--- config.mk ---
export PLATFORM = sky130hd
export DESIGN_NAME = pipeline_hazard_ctrl_flat
export DESIGN_NICKNAME = d
export VERILOG_FILES = /design/src/rtl/pipeline_hazard_ctrl_if.sv /design/src/rtl/pipeline_hazard_ctrl.sv /design/src/flat_wrapper.sv
export SDC_FILE = /design/constraint.sdc
export NUM_CORES = 1
export LEC_CHECK = 0
export BUFFER_PORTS_ARGS = -buffer_cell sky130_fd_sc_hd__buf_2
export CORE_UTILIZATION = 35
export CTS_CLUSTER_SIZE = 10
export DETAILED_ROUTE_END_ITERATION = 8
export GPL_ROUTABILITY_DRIVEN = 1
export HOLD_SLACK_MARGIN = 0.06
export SLEW_MARGIN = 15
export SYNTH_ARGS = -nofsm -noshare
export SYNTH_HDL_FRONTEND = slang
export SYNTH_SLANG_ARGS = --single-unit
--- constraint.sdc ---
create_clock -name clk -period 3.1 [get_ports clk]
set_input_delay 0.31 -clock clk [delete_from_list [all_inputs] [get_ports clk]]
set_output_delay 0.31 -clock clk [all_outputs]
set_load 0.05 [all_outputs]
--- src/rtl/pipeline_hazard_ctrl_if.sv ---
// Control bundle between the decode/fetch side (master) and the hazard sequencer (slave).
interface pipeline_hazard_ctrl_if #(
   parameter int CNT_W = 16
);
   logic [4:0]       id_rs;
   logic [4:0]       id_rt;
   logic             id_use_rs;
   logic             id_use_rt;
   logic [4:0]       ex_rd;
   logic             ex_wr;
   logic [4:0]       mem_rd;
   logic             mem_wr;
   logic [4:0]       wb_rd;
   logic             wb_wr;
   logic             redirect;
   logic [8:0]       pc_idx;
   logic             pc_en;
   logic             ifid_en;
   logic             ifid_flush;
   logic             idex_bubble;
   logic             exmem_flush;
   logic             halted;
   logic [CNT_W-1:0] stall_cnt;
   logic [CNT_W-1:0] flush_cnt;

   modport master (
      output id_rs, id_rt, id_use_rs, id_use_rt,
      output ex_rd, ex_wr, mem_rd, mem_wr, wb_rd, wb_wr,
      output redirect, pc_idx,
      input  pc_en, ifid_en, ifid_flush, idex_bubble, exmem_flush, halted,
      input  stall_cnt, flush_cnt
   );

   modport slave (
      input  id_rs, id_rt, id_use_rs, id_use_rt,
      input  ex_rd, ex_wr, mem_rd, mem_wr, wb_rd, wb_wr,
      input  redirect, pc_idx,
      output pc_en, ifid_en, ifid_flush, idex_bubble, exmem_flush, halted,
      output stall_cnt, flush_cnt
   );
endinterface

--- src/rtl/pipeline_hazard_ctrl.sv ---
// Pipeline sequencer for the 5-stage MIPS core: RAW stalls, taken-branch squash,
// end-of-program drain/halt, and saturating stall/flush event counters.
module pipeline_hazard_ctrl #(
   parameter int LAST_IDX  = 127,
   parameter int DRAIN_CYC = 4,
   parameter int WB_FWD    = 1,
   parameter int CNT_W     = 16
) (
   input logic                   clk,
   input logic                   rst,
   pipeline_hazard_ctrl_if.slave bus
);
   localparam int            DW         = (DRAIN_CYC > 1) ? $clog2(DRAIN_CYC) : 1;
   localparam logic [DW-1:0] DRAIN_LAST = DW'(DRAIN_CYC - 1);

   typedef enum logic [1:0] {RUN, STALL, DRAIN, HALT} state_t;

   state_t           state;
   logic [DW-1:0]    drain_cnt;
   logic [CNT_W-1:0] stall_cnt;
   logic [CNT_W-1:0] flush_cnt;
   logic             rs_hit;
   logic             rt_hit;
   logic             raw;
   logic             past_end;

   // Register $0 is hardwired, so it never creates a dependency; a WB writer is
   // only a hazard when the regfile cannot write-before-read.
   always_comb begin
      rs_hit = (bus.id_rs != 5'd0) &&
               ((bus.ex_wr  && (bus.ex_rd  == bus.id_rs)) ||
                (bus.mem_wr && (bus.mem_rd == bus.id_rs)) ||
                ((WB_FWD == 0) && bus.wb_wr && (bus.wb_rd == bus.id_rs)));
      rt_hit = (bus.id_rt != 5'd0) &&
               ((bus.ex_wr  && (bus.ex_rd  == bus.id_rt)) ||
                (bus.mem_wr && (bus.mem_rd == bus.id_rt)) ||
                ((WB_FWD == 0) && bus.wb_wr && (bus.wb_rd == bus.id_rt)));
      raw      = (bus.id_use_rs && rs_hit) || (bus.id_use_rt && rt_hit);
      past_end = (bus.pc_idx >= 9'(LAST_IDX));
   end

   // Redirect outranks a hazard, which outranks the drain/halt behaviour.
   always_ff @(posedge clk or posedge rst) begin
      if (rst) begin
         state     <= RUN;
         drain_cnt <= '0;
         stall_cnt <= '0;
         flush_cnt <= '0;
      end else if (bus.redirect) begin
         state     <= RUN;
         drain_cnt <= '0;
         if (flush_cnt != '1)
            flush_cnt <= flush_cnt + CNT_W'(1);
      end else if (raw) begin
         if (stall_cnt != '1)
            stall_cnt <= stall_cnt + CNT_W'(1);
         if (state == RUN)
            state <= STALL;
      end else begin
         unique case (state)
            RUN: begin
               if (past_end) begin
                  state     <= DRAIN;
                  drain_cnt <= '0;
               end
            end
            STALL: state <= RUN;
            DRAIN: begin
               if (drain_cnt == DRAIN_LAST)
                  state <= HALT;
               else
                  drain_cnt <= drain_cnt + DW'(1);
            end
            HALT:    state <= HALT;
            default: state <= RUN;
         endcase
      end
   end

   // Control outputs follow state and inputs directly and are forced low in reset.
   always_comb begin
      bus.pc_en       = 1'b1;
      bus.ifid_en     = 1'b1;
      bus.ifid_flush  = 1'b0;
      bus.idex_bubble = 1'b0;
      bus.exmem_flush = 1'b0;
      bus.halted      = 1'b0;
      if (rst) begin
         bus.pc_en   = 1'b0;
         bus.ifid_en = 1'b0;
      end else if (bus.redirect) begin
         bus.ifid_flush  = 1'b1;
         bus.idex_bubble = 1'b1;
         bus.exmem_flush = 1'b1;
      end else begin
         unique case (state)
            RUN: begin
               if (past_end)
                  bus.pc_en = 1'b0;
            end
            DRAIN: begin
               bus.pc_en      = 1'b0;
               bus.ifid_flush = 1'b1;
            end
            HALT: begin
               bus.pc_en   = 1'b0;
               bus.ifid_en = 1'b0;
               bus.halted  = 1'b1;
            end
            default: ;
         endcase
         if (raw) begin
            bus.pc_en       = 1'b0;
            bus.ifid_en     = 1'b0;
            bus.ifid_flush  = 1'b0;
            bus.idex_bubble = 1'b1;
         end
      end
   end

   assign bus.stall_cnt = stall_cnt;
   assign bus.flush_cnt = flush_cnt;

endmodule
--- src/flat_wrapper.sv ---
// flat-port wrapper written by rule: the top's interface ports become plain ports
module pipeline_hazard_ctrl_flat 
#(
   parameter int LAST_IDX  = 127,
   parameter int DRAIN_CYC = 4,
   parameter int WB_FWD    = 1,
   parameter int CNT_W     = 16
)
  (clk, rst, bus_id_rs, bus_id_rt, bus_id_use_rs, bus_id_use_rt, bus_ex_rd, bus_ex_wr, bus_mem_rd, bus_mem_wr, bus_wb_rd, bus_wb_wr, bus_redirect, bus_pc_idx, bus_pc_en, bus_ifid_en, bus_ifid_flush, bus_idex_bubble, bus_exmem_flush, bus_halted, bus_stall_cnt, bus_flush_cnt);
  pipeline_hazard_ctrl_if #(.CNT_W(CNT_W)) bus_i ();
  input logic clk;
  input logic rst;
  input wire logic [$bits(bus_i.id_rs)-1:0] bus_id_rs;
  input wire logic [$bits(bus_i.id_rt)-1:0] bus_id_rt;
  input wire logic [$bits(bus_i.id_use_rs)-1:0] bus_id_use_rs;
  input wire logic [$bits(bus_i.id_use_rt)-1:0] bus_id_use_rt;
  input wire logic [$bits(bus_i.ex_rd)-1:0] bus_ex_rd;
  input wire logic [$bits(bus_i.ex_wr)-1:0] bus_ex_wr;
  input wire logic [$bits(bus_i.mem_rd)-1:0] bus_mem_rd;
  input wire logic [$bits(bus_i.mem_wr)-1:0] bus_mem_wr;
  input wire logic [$bits(bus_i.wb_rd)-1:0] bus_wb_rd;
  input wire logic [$bits(bus_i.wb_wr)-1:0] bus_wb_wr;
  input wire logic [$bits(bus_i.redirect)-1:0] bus_redirect;
  input wire logic [$bits(bus_i.pc_idx)-1:0] bus_pc_idx;
  output wire logic [$bits(bus_i.pc_en)-1:0] bus_pc_en;
  output wire logic [$bits(bus_i.ifid_en)-1:0] bus_ifid_en;
  output wire logic [$bits(bus_i.ifid_flush)-1:0] bus_ifid_flush;
  output wire logic [$bits(bus_i.idex_bubble)-1:0] bus_idex_bubble;
  output wire logic [$bits(bus_i.exmem_flush)-1:0] bus_exmem_flush;
  output wire logic [$bits(bus_i.halted)-1:0] bus_halted;
  output wire logic [$bits(bus_i.stall_cnt)-1:0] bus_stall_cnt;
  output wire logic [$bits(bus_i.flush_cnt)-1:0] bus_flush_cnt;
  assign bus_i.id_rs = bus_id_rs;
  assign bus_i.id_rt = bus_id_rt;
  assign bus_i.id_use_rs = bus_id_use_rs;
  assign bus_i.id_use_rt = bus_id_use_rt;
  assign bus_i.ex_rd = bus_ex_rd;
  assign bus_i.ex_wr = bus_ex_wr;
  assign bus_i.mem_rd = bus_mem_rd;
  assign bus_i.mem_wr = bus_mem_wr;
  assign bus_i.wb_rd = bus_wb_rd;
  assign bus_i.wb_wr = bus_wb_wr;
  assign bus_i.redirect = bus_redirect;
  assign bus_i.pc_idx = bus_pc_idx;
  assign bus_pc_en = bus_i.pc_en;
  assign bus_ifid_en = bus_i.ifid_en;
  assign bus_ifid_flush = bus_i.ifid_flush;
  assign bus_idex_bubble = bus_i.idex_bubble;
  assign bus_exmem_flush = bus_i.exmem_flush;
  assign bus_halted = bus_i.halted;
  assign bus_stall_cnt = bus_i.stall_cnt;
  assign bus_flush_cnt = bus_i.flush_cnt;
  pipeline_hazard_ctrl #(.LAST_IDX(LAST_IDX), .DRAIN_CYC(DRAIN_CYC), .WB_FWD(WB_FWD), .CNT_W(CNT_W)) u_core (.clk(clk), .rst(rst), .bus(bus_i));
endmodule
* Yosys cells after proc, flatten, opt, wreduce, memory -nomap -nowiden
Index checks and enable logic that the tools add are counted.
Cells by class: divide/modulo/power cells 0, $lt $le $gt $ge 1, shifts and indexed selects 0, reduce and logical (&&, ||, !) cells 20, bitwise logic cells 1, add/subtract/negate cells 3, multiplexer cells 32, $mul 0, eq/ne operators 16
Operators by type and width (number):
- 16-bit by 1-bit adder with 16-bit output, second input constant | 2
- 16-bit inequality test, second input constant | 2
- 5-bit equality test | 4
- 1-bit two-way mux | 20
- 2-bit two-way mux | 9
- 5-bit nonzero test | 2
- 9-bit by 7-bit greater-or-equal comparator with 1-bit output, second input constant | 1
- 1-bit logical AND | 8
- 4-bit by 2-bit inequality test with 1-bit output, second input constant | 2
- 2-bit case mux with 4 select lines | 1
- 2-bit equality test, second input constant | 3
- 3-bit inequality test, second input constant | 2
- 3-bit AND reduction | 2
- 2-bit case mux with 2 select lines | 1
- 4-bit AND reduction | 1
- 1-bit logical OR | 3
- 3-bit by 2-bit inequality test with 1-bit output, second input constant | 1
- 3-bit nonzero test | 1
- 2-bit by 1-bit adder with 2-bit output, second input constant | 1
- 2-bit by 1-bit equality test with 1-bit output, second input constant | 1
- 2-bit logical NOT | 1
- 2-bit inequality test, second input constant | 1
- 1-bit case mux with 2 select lines | 1
- 2-bit AND reduction | 1
- other kinds (2) | 2
Storage, ports and cells: memories 0, RAM bits 0, bits in registers 36, logic and storage cells 77, latch bits 0, bits in read-only memories 0, bits of input ports 42

* Depth between registers and ports, before layout
depth in word-level cells 9, gate-level depth with buffers 8

* Worst setup path before layout
OpenSTA, ideal clock, no wires.
path type input port to output port, start input port bus_id_rs[0], end output port bus_ifid_en, path buffers 1, data arrival time 2.037 ns, required time 2.790 ns, stages 6, setup slack 0.753 ns, path through or4_1 > o21ai_1 > o22a_1 > buf_6 > a21oi_1 > nor2_1
On the way: cells in the longest elaborated chain, start to end 9, elaborated cells on any way between the ends 12, classes of those cells eq/ne: 2; mux: 3; reduce/logical: 7
RTL lines:
- start: declaration | RTL line flat_wrapper.sv:13 | input wire logic [$bits(bus_i.id_rs)-1:0] bus_id_rs;
- 5-bit equality test (on tied branches) | RTL line pipeline_hazard_ctrl.sv:31, pipeline_hazard_ctrl.sv:32
- 1-bit logical AND (on tied branches) | RTL line pipeline_hazard_ctrl.sv:31, pipeline_hazard_ctrl.sv:32
- 1-bit logical OR | RTL line pipeline_hazard_ctrl.sv:31 | ((bus.ex_wr && (bus.ex_rd == bus.id_rs)) ||
- 1-bit logical AND (*) | RTL line pipeline_hazard_ctrl.sv:30 | rs_hit = (bus.id_rs != 5'd0) &&
- 1-bit logical AND (*) | RTL line pipeline_hazard_ctrl.sv:38 | raw = (bus.id_use_rs && rs_hit) || (bus.id_use_rt && rt_hit);
- 1-bit logical OR (*) | RTL line pipeline_hazard_ctrl.sv:38
- 1-bit two-way mux (*) | RTL line pipeline_hazard_ctrl.sv:112 | if (raw) begin
- 1-bit two-way mux (*) | RTL line pipeline_hazard_ctrl.sv:91 | end else if (bus.redirect) begin
- 1-bit two-way mux (*) | RTL line pipeline_hazard_ctrl.sv:88 | if (rst) begin
- end: declaration | RTL line flat_wrapper.sv:26 | output wire logic [$bits(bus_i.ifid_en)-1:0] bus_ifid_en;
Every way passes the cells marked *; elsewhere a longest branch is shown, timed or not.

* Final worst setup path
start input port bus_id_rs[0], end output port bus_pc_en
On the way: cells in the longest elaborated chain, start to end 9, elaborated cells on any way between the ends 12, classes of those cells eq/ne: 2; mux: 3; reduce/logical: 7
RTL lines:
- 5-bit equality test (on tied branches) | RTL line pipeline_hazard_ctrl.sv:31, pipeline_hazard_ctrl.sv:32
- 1-bit logical AND (on tied branches) | RTL line pipeline_hazard_ctrl.sv:31, pipeline_hazard_ctrl.sv:32
- 1-bit logical OR | RTL line pipeline_hazard_ctrl.sv:31
- 1-bit logical AND (*) | RTL line pipeline_hazard_ctrl.sv:30
- 1-bit logical AND (*) | RTL line pipeline_hazard_ctrl.sv:38
- 1-bit logical OR (*) | RTL line pipeline_hazard_ctrl.sv:38
- 1-bit two-way mux (*) | RTL line pipeline_hazard_ctrl.sv:112
- 1-bit two-way mux (*) | RTL line pipeline_hazard_ctrl.sv:91
- 1-bit two-way mux (*) | RTL line pipeline_hazard_ctrl.sv:88
- end: declaration | RTL line flat_wrapper.sv:25 | output wire logic [$bits(bus_i.pc_en)-1:0] bus_pc_en;
Marked as above.

==> key figures <==
Route
  – Detailed Routing Iterations Pass 1: 4
  – Via Count: ~1700
  – DRT Wirelength: roughly 4.1 mm
  – DRC viols: 0
  – DR iter-0 viols: about 60
  – Routed Antenna Nets: 0
  – Drt via density: 4.85
  – WL/cell: 11.9 µm

Clocking
  – Clock net sink count: 36
  – Clock slew at reported path FFs: approximately 0.070 ns
  – Post-CTS resize count: 0
  – CTS buffer count: 5
  – CTS HTree Levels: 2
  – Clk Latency, worst-skew pair: 0.28 ns
  – TritonCTS clock tree: yes
  – Clock root buffer: clkbuf_8
  – Total setup buffers inserted after CTS: 0
  – CTS Hold Buffers Added: 0
  – CTS Buffer Depth: 2

Timing
  – Fin. Hold Viols: 0
  – Setup violators final: 0
  – Max-slew violation count: 0
  – Setup TNS: 0 ns
  – Crit path setup slack, layout: just over 0.6 ns
  – Skew final: roughly 0.0043 ns
  – Tightest Pin Transition: 0.732 ns
  – Fmax achieved: 401 MHz
  – Unrepaired setup endpoints after global routing: false
  – Part of the cycle the worst path needs: 80.5%
  – Rel. slew slack: 50.7%
  – Final min period: around 2.5 ns
  – Hold slack: 0.177 ns

Yosys
  – Syn Nets: approximately 240
  – #FFs+latches synth: 36
  – Post-synthesis mux area share: 2.18%
  – Post-Synth XOR/XNOR Area: between 20% and 30%
  – Post-synth cell types: 33
  – Synth Cell Area: 2010 µm²
  – Ys Warns: 0
  – Synth Area in Compound Gates: 7.21%
  – Post-synthesis sequential area ratio: 44.8%
  – Synth Area in Adders: 1.87%
  – Synth Area per Inst: approximately 11 µm²
  – Largest family of logic cells by synthesized area: XOR/XNOR gates
  – Simple-gate share of the synthesized area: 20.5%
  – Mapped Cells: 191

Worst setup path
  – FF-to-FF path depth: 7
  – Crit-path cells: buf_2, or4_1, o21ai_1, o22a_1, a21oi_1, nor2_1, buf_2
  – CP Launch Point: bus_id_rs[0]
  – Crit path to: bus_pc_en
  – Terminus of the critical flop-to-flop path: u_core.bus.stall_cnt[15]
  – FF-to-FF setup slack: 1.02 ns
  – Worst EP required: 2.79 ns
  – Most Frequent Cell on Critical Path: buf_2
  – CP max stage delay: ~0.53 ns
  – WP buf/inv: 2
  – RR Startpoint: u_core.bus.stall_cnt[7]
  – CP startpoint kind: primary input
  – Crit Path Max Fanout: 11
  – Slowest cell on crit path: or4_1
  – Critical path type: in2out
  – Critical Path End Type: output pin
  – Arr. time, crit path: around 2.2 ns
  – Cell family with most CP delay: compound AO/OA/AOI/OAI gates
  – Crit. path cell count: 7

Die
  – Die area: approximately 6100 µm²
  – Core area: 5540 µm²
  – Die height: 77.8 µm
  – Initial cell density of the core: between 30% and 40%
  – Die width: 77.8 µm
  – FP Rows: 27
  – IO Count: 80

Layout
  – Nets: 315
  – Area grow syn2layout: 27.8%
  – Post-route cell area: 2570 µm²
  – Commonest non-fill, non-tap cell in the layout: buf_2
  – Inserted Diodes: 0
  – Layout cells sized above 1: 33.2%
  – Most frequent cells in the layout: buf_2, dfrtp_1, xnor2_1

Global routing
  – GR peak layer: met2
  – Global-route wire length before repair: between 7 and 8 mm
  – Total Routing Usage GR: between 10 and 15%
  – Largest net degree at the start of global routing: 20
  – Met1 global-route usage: 18.8%
  – Met3 Use GR: 3.41%
  – Initial antenna violation count: 0
  – Vias in the first global route: 1561
  – Grt total ovfl: 0
  – M2 GR Usage: about a quarter

Power and ir drop
  – Peak supply drop: approximately 430 µV
  – Total Power: 1.55 mW
  – PwrDens: 602 nW/µm²
  – Lkg Pwr: 1.22 nW

Run status
  – Outcome: completed

Place
  – Area post-placement: 2460 µm²
  – DP HPWL: 3.23 mm
  – Port bufs: 73
  – Setup WS pre-CTS: 0.612 ns
  – Routability cong.: ~0.75

Min path
  – HP Class: in2async

Run
  – Number of max-cap violations: 0
## worst min path at each step
stage	endpoint	start	slack (ns)
after floorplan	u_core.bus.flush_cnt[0]	rst	0.48
after global placement	u_core.bus.flush_cnt[11]	u_core.bus.flush_cnt[11]	0.48
after detailed placement	u_core.bus.stall_cnt[15]	u_core.bus.stall_cnt[15]	0.48
after CTS	u_core.state[1]	rst	0.20
after global routing	u_core.state[0]	rst	0.25
final	u_core.state[1]	rst	0.18
## layout make-up
type,instances,area (µm²)
fillers,545,2970
multi-input cells,148,1080
flip-flops and latches,36,901
repair buffers,74,373
well taps,72,90.1
clock buffers,5,68.8
clock inverters,3,42.5
inverters,5,18.8
## metal layers
metal  vias to the layer above  wire [µm]
met5                         -          0
met4                         0         41
met3                         5        277
met2                        60       1940
met1                       775       1820
li1                        825          -
## cells in the mapped netlist
library cell	instances	share of area (%)
buf_6	1	0.56
nor3b_2	1	0.62
and3_1	5	1.6
or3_1	1	0.31
o41ai_2	1	0.81
nor2_1	16	3.0
mux2_1	1	0.56
inv_1	5	0.93
nand2b_1	1	0.31
xnor2_1	28	12
nand4_1	10	3.1
or4_1	2	0.75
nand3_1	13	3.2
nor4_1	4	1.2
nor4_2	1	0.62
nor4_4	1	1.1
xor2_1	22	9.6
a311oi_4	1	1.3
o21ai_1	2	0.50
a2111oi_4	1	1.4
a32oi_1	2	0.87
nand2_1	13	2.4
dfrtp_1	36	45
and4_1	1	0.44
nor3_1	5	1.2
and2_1	2	0.62
a221oi_1	1	0.44
mux2i_1	1	0.50
o22a_1	1	0.44
a21oi_1	6	1.5
ha_1	3	1.9
mux2_2	2	1.1
clkbuf_1	1	0.19
## cell families (layout without fill, tap and decap cells)
kind of cell    after synthesis  count (layout)
compound gates               15              15
xor+xnor                     50              50
fa+ha+maj                     3               3
buf+inv                       7              87
flops                        36              36
mux                           4               4
simple gates                 76              76
## worst reg2reg max path, stage by stage, from the launching register on
cell and delay (ns):
dfrtp_1 0.41, and3_1 0.22, and3_1 0.22, nand3_1 0.09, nor2_1 0.13, a2111oi_4 0.57, nand3_1 0.17, xnor2_1 0.16
## state kept, by name, summed over array words and instances, names as in the netlist
register              flops
u_core.bus.flush_cnt     16
u_core.state              2
u_core.bus.stall_cnt     16
u_core.drain_cnt          2
## through the flow
stage	utilization, %	cells
2_1_floorplan	-	191
3_3_place_gp	44.4	335
3_5_place_dp	44.4	335
4_1_cts	46.4	343
5_1_grt	46.4	343
6_report	46.4	343
## report_power, final
group / switching, mW / internal [mW] / leakage (nW) / total (mW)
logic: 0.369 / 0.149 / 0.693 / 0.517
registers: 0.0907 / 0.538 / 0.475 / 0.628
clock network: 0.164 / 0.238 / 0.0541 / 0.402
total: 0.624 / 0.924 / 1.22 / 1.55
No activity file was read; power rests on OpenSTA's default activity.
